File: src/rtl/fetch_pc_unit.sv
// Instruction-fetch stage: program counter plus the IF/ID pipeline register,
// with load-use stall, redirect/flush and a sticky misaligned-target fault.
module fetch_pc_unit #(
    parameter int               WIDTH        = 32,
    parameter logic [WIDTH-1:0] RESET_VECTOR = '0,
    parameter logic [WIDTH-1:0] NOP_WORD     = '0
) (
    input  logic             Clk,
    input  logic             Reset,
    input  logic [WIDTH-1:0] PCAddResult,
    input  logic [WIDTH-1:0] Instruction,
    input  logic             Stall,
    input  logic             Redirect,
    input  logic [WIDTH-1:0] RedirectTarget,
    output logic [WIDTH-1:0] PCResult,
    output logic [WIDTH-1:0] IF_ID_Instruction,
    output logic [WIDTH-1:0] IF_ID_PCPlus4,
    output logic             IF_ID_Valid,
    output logic             MisalignedFault,
    output logic [1:0]       FetchState
);

    typedef enum logic [1:0] {
        BOOT  = 2'b00,
        RUN   = 2'b01,
        FAULT = 2'b10
    } state_t;

    state_t           state, state_nxt;
    logic [WIDTH-1:0] pc_nxt;
    logic [WIDTH-1:0] inst_nxt;
    logic [WIDTH-1:0] pc4_nxt;
    logic             valid_nxt;
    logic             fault_nxt;

    function automatic logic word_aligned(input logic [WIDTH-1:0] addr);
        return addr[1:0] == 2'b00;
    endfunction

    assign FetchState = state;

    always_comb begin
        state_nxt = state;
        pc_nxt    = PCResult;
        inst_nxt  = IF_ID_Instruction;
        pc4_nxt   = IF_ID_PCPlus4;
        valid_nxt = IF_ID_Valid;
        fault_nxt = MisalignedFault;
        case (state)
            BOOT: begin
                inst_nxt  = NOP_WORD;
                pc4_nxt   = '0;
                valid_nxt = 1'b0;
                state_nxt = RUN;
            end
            RUN: begin
                if (Redirect) begin
                    // Either way the wrong-path fetch sitting in IF is flushed.
                    inst_nxt  = NOP_WORD;
                    pc4_nxt   = '0;
                    valid_nxt = 1'b0;
                    if (word_aligned(RedirectTarget)) begin
                        pc_nxt = RedirectTarget;
                    end else begin
                        fault_nxt = 1'b1;
                        state_nxt = FAULT;
                    end
                end else if (!Stall) begin
                    pc_nxt    = PCAddResult;
                    inst_nxt  = Instruction;
                    pc4_nxt   = PCAddResult;
                    valid_nxt = 1'b1;
                end
            end
            default: begin
                // FAULT (and the unused encoding) only feeds bubbles until reset.
                inst_nxt  = NOP_WORD;
                pc4_nxt   = '0;
                valid_nxt = 1'b0;
                state_nxt = FAULT;
            end
        endcase
    end

    always_ff @(posedge Clk) begin
        if (Reset) begin
            state             <= BOOT;
            PCResult          <= RESET_VECTOR;
            IF_ID_Instruction <= NOP_WORD;
            IF_ID_PCPlus4     <= '0;
            IF_ID_Valid       <= 1'b0;
            MisalignedFault   <= 1'b0;
        end else begin
            state             <= state_nxt;
            PCResult          <= pc_nxt;
            IF_ID_Instruction <= inst_nxt;
            IF_ID_PCPlus4     <= pc4_nxt;
            IF_ID_Valid       <= valid_nxt;
            MisalignedFault   <= fault_nxt;
        end
    end

endmodule

File: config.mk
export PLATFORM = sky130hd
export DESIGN_NAME = fetch_pc_unit
export DESIGN_NICKNAME = d
export VERILOG_FILES = /design/src/rtl/fetch_pc_unit.sv
export SDC_FILE = /design/constraint.sdc
export NUM_CORES = 1
export LEC_CHECK = 0
export CAP_MARGIN = 5
export CELL_PAD_IN_SITES_DETAIL_PLACEMENT = 1
export CELL_PAD_IN_SITES_GLOBAL_PLACEMENT = 1
export CORE_ASPECT_RATIO = 0.5
export CORE_MARGIN = 2
export CORE_UTILIZATION = 27
export CTS_BUF_LIST = sky130_fd_sc_hd__clkbuf_4
export CTS_CLUSTER_SIZE = 40
export DETAILED_ROUTE_END_ITERATION = 8
export GPL_ROUTABILITY_DRIVEN = 0
export PLACE_DENSITY_LB_ADDON = 0.15
export SLEW_MARGIN = 20
export SYNTH_ARGS = -nofsm -noshare
export SYNTH_HDL_FRONTEND = slang
export SYNTH_SLANG_ARGS = --single-unit
File: constraint.sdc
create_clock -name Clk -period 1.45 [get_ports Clk]
set_input_delay 0.29 -clock Clk [delete_from_list [all_inputs] [get_ports Clk]]
set_output_delay 0.29 -clock Clk [all_outputs]
set_load 0.05 [all_outputs]
==> metrics.md <==
| Metric | Value |
|---|---|
| Status | `completed` |
| Mux cell area share after synthesis | `15.8%` |
| Compound-Gate Fraction of Synth Area | `19.7%` |
| Post-synthesis simple-gate area fraction | `7.83%` |
| Synth Area in Adders | `0%` |
| TritonCTS clock tree | `done` |
| H-tree levels | `3` |
| Post-synth cell types | `22` |
| Initial core utilization | `between 20% and 30%` |
| Drt drc | `0` |
| Synth warn | `0` |
| R2r setup slk | `roughly 0.07 ns` |
| Die ar. | `0.0160 mm²` |
| # Post-CTS Setup Buffers | `0` |
| Worst hold-check path type | `input pin to register` |
| Syn Std Cell Area | `0.00404 mm²` |
| Metal2 WL | `6.56 mm` |
| WS Path Type | `input pin to register` |
| Net load switching power | `1.91 mW` |
| Drt pass-1 iters | `4` |
| Fill cells | `1549` |
| Hold_sp | `Reset` |
| Crit share post-route | `98.2%` |
| Flop pwr share | `49.5%` |
| Syn Inst Count | `between 400 and 500` |
| Highest clock rate | `702 MHz` |
| Reg clk slew, reported paths | `0.15 ns` |
| Kind of end point of the critical path | `register` |
| Largest net degree at the start of global routing | `47` |
| Worst setup path startpoint | `RedirectTarget[1]` |
| Metal3 WL | `942 µm` |
| WP data required | `1.82 ns` |
| Vias per cell | `4.58` |
| Placed cell count | `784` |
| Met1 WL | `5.69 mm` |
| Final std cells w/o fill | `800` |
| Remaining global-route overflow | `0` |
| Crit path DAT | `1.80 ns` |
| Slew Viols, Final | `0` |
| Clock Power Share | `22.9%` |
| Highest Signal Layer | `met4` |
| CTS buffer count | `9` |
| Peak VDD IR | `399 µV` |
| Syn_area_per_cell | `9.98 µm²` |
| Seq cells post-synth | `100` |
| IO buf count | `199` |
| Slew @ Worst Pin | `0.376 ns` |
| Largest family of logic cells by synthesized area | `compound AO/OA/AOI/OAI gates` |
| Core area | `0.0145 mm²` |
| Max-cap violation count | `0` |
| Initial antenna violation count | `0` |
| # nets final | `697` |
| Power per Cell Area | `approximately 800 mW/mm²` |
| Xor-xnor portion of the synthesized cell area | `0%` |
| Cell-internal power | `between 4 and 5 mW` |
| Startpoint types | `input pin` |
| Worst r2r src | `FetchState[1]` |
| First-pass GRT wire length | `21.3 mm` |
| Hpwl dp | `~10 mm` |
| Slew headroom | `between 70% and 80%` |
| Final-report hold violation count | `0` |
| Critical path's slowest cell | `clkdlybuf4s50_1` |
| Vias in the first global route | `3872` |
| I/O Pins | `200` |
| Sw Share | `32.0%` |
| Unrepaired setup endpoints after global routing | `false` |
| Post-DRT Antenna Nets | `0` |
| Post-route minimum period | `1.42 ns` |
| Clock Skew | `0.0283 ns` |
| Tot GR Track Use | `17.1%` |
| Chip height | `~90 µm` |
| Via count | `between 3000 and 4000` |
| Crit path max fanout | `15` |
| Initial DRC count | `160` |
| Syn nets | `around 500` |
| N_diodes | `0` |
| Routed len/inst | `16.7 µm` |
| Clk buf depth | `2` |
| Share of layout cells above drive strength 1 | `28.4%` |
| Critical-path cell list | `clkdlybuf4s50_1, or3b_4, a21o_4, buf_12, a221oi_4` |
| Std cell rows | `31` |
| Core Util, Final | `51.4%` |
| Routed wire length | `13.3 mm` |
| Chip width | `roughly 180 µm` |
| Leakage | `2.90 nW` |
| Slowest stage delay, CP | `0.43 ns` |
| Register area share after synthesis | `49.5%` |
| Clk_lat worst skew | `around 0.46 ns` |
| Synthesis-to-layout area growth | `84.9%` |
| Final setup fails | `0` |
| Clk root buf | `clkbuf_4` |
| Comb power frac | `27.6%` |
| Hold slack | `around 0.16 ns` |
| CTS sink cnt | `100` |
## cell usage after synthesis
| cell type | number | share of area [%] |
|---|---|---|
| dfxtp_1 | 100 | 50 |
| a221oi_2 | 30 | 11 |
| o21ai_0 | 24 | 3.0 |
| or2_1 | 1 | 0.15 |
| a31oi_1 | 1 | 0.15 |
| a21o_1 | 1 | 0.19 |
| buf_2 | 5 | 0.62 |
| nor2b_1 | 1 | 0.15 |
| mux2i_1 | 64 | 16 |
| nand2b_1 | 3 | 0.46 |
| a21oi_1 | 33 | 4.1 |
| inv_1 | 32 | 3.0 |
| o21a_1 | 1 | 0.19 |
| or3_1 | 1 | 0.15 |
| buf_6 | 3 | 0.84 |
| buf_1 | 7 | 0.65 |
| or4b_1 | 2 | 0.50 |
| or3b_4 | 1 | 0.28 |
| clkbuf_1 | 20 | 1.9 |
| o21ai_1 | 8 | 0.99 |
| nor2_1 | 66 | 6.1 |
| buf_4 | 1 | 0.19 |
## registers in the layout, summed over array words and instances, names as in the netlist
signal	flops
FetchState	2
PCResult	32
IF_ID_PCPlus4	32
IF_ID_Valid	1
IF_ID_Instruction	32
MisalignedFault	1
## routing by layer
layer | up-vias | track usage (%)
met5 | - | 0
met2 | 101 | 29.3
li1 | 1781 | -
met4 | 0 | 3.79
met1 | 1768 | 20.4
met3 | 10 | 6.23
## cells by family after synthesis
kind of cell / after synthesis
compound gates: 98
buf+inv: 68
flops: 100
mux: 64
simple gates: 75
## cells in the final DEF, fill, tap and decap left out, drive strengths merged, types with 9 or more instances in the layout
master | Yosys | final
nor2 | 66 | 66
dfxtp | 100 | 100
buf | 16 | 120
mux2i | 64 | 64
a21oi | 33 | 33
inv | 32 | 36
clkdlybuf4s50 | 0 | 96
o21ai | 32 | 32
a221oi | 30 | 30
clkbuf | 20 | 9
## cell type report
type	instances	area, µm²	share of cell area (%)
clock buffer	9	67.6	0.904
clock inverter	7	47.5	0.636
inverter	32	120	1.61
multi-input combinational	237	1790	24.0
sequential	100	2010	26.9
tap	198	248	3.31
timing repair buffer	217	3190	42.7
## worst paths after layout
check,endpoint,cells past startpoint
min,PCResult[0],3
max,PCResult[22],5
max reg2reg,IF_ID_Valid,4
min reg2reg,IF_ID_Valid,2
## power by group through the flow
stage          clock network [mW]  registers [mW]  logic (mW)
2_1_floorplan                   0            3.29       0.484
3_3_place_gp                    0            3.01        1.63
3_5_place_dp                    0            3.01        1.64
4_1_cts                      1.46            2.96        1.65
5_1_grt                      1.58            2.97        1.74
6_report                     1.37            2.95        1.64
## critical path, delay by kind of cell
kind / cells / cell delay [ns]
compound gates: 2 / 0.49
buf+inv: 2 / 0.59
simple gates: 1 / 0.42
## per-stage QoR
step                      TNS, ns  worst slack (ns)  instance area (µm²)  power [mW]
after global routing            0           0.00143                 7480        6.29
after global placement     -28.70            -0.465                 7320        4.64
final                           0            0.0258                 7480        5.97
after CTS                       0            0.0141                 7440        6.07
after floorplan                 0           0.00357                 4080        3.77
after detailed placement   -30.16            -0.506                 7320        4.66
## what timing repair did
| action | 4_1_cts | 5_1_grt |
|---|---|---|
| endpoints found under the setup margin | 1 | 9 |
| pin swaps | 0 | 1 |
| cloned | 0 | 0 |
| gates resized for setup | 1 | 5 |
| hold buffers | 0 | 0 |
Note: power is estimated with default switching activity, not from simulation.
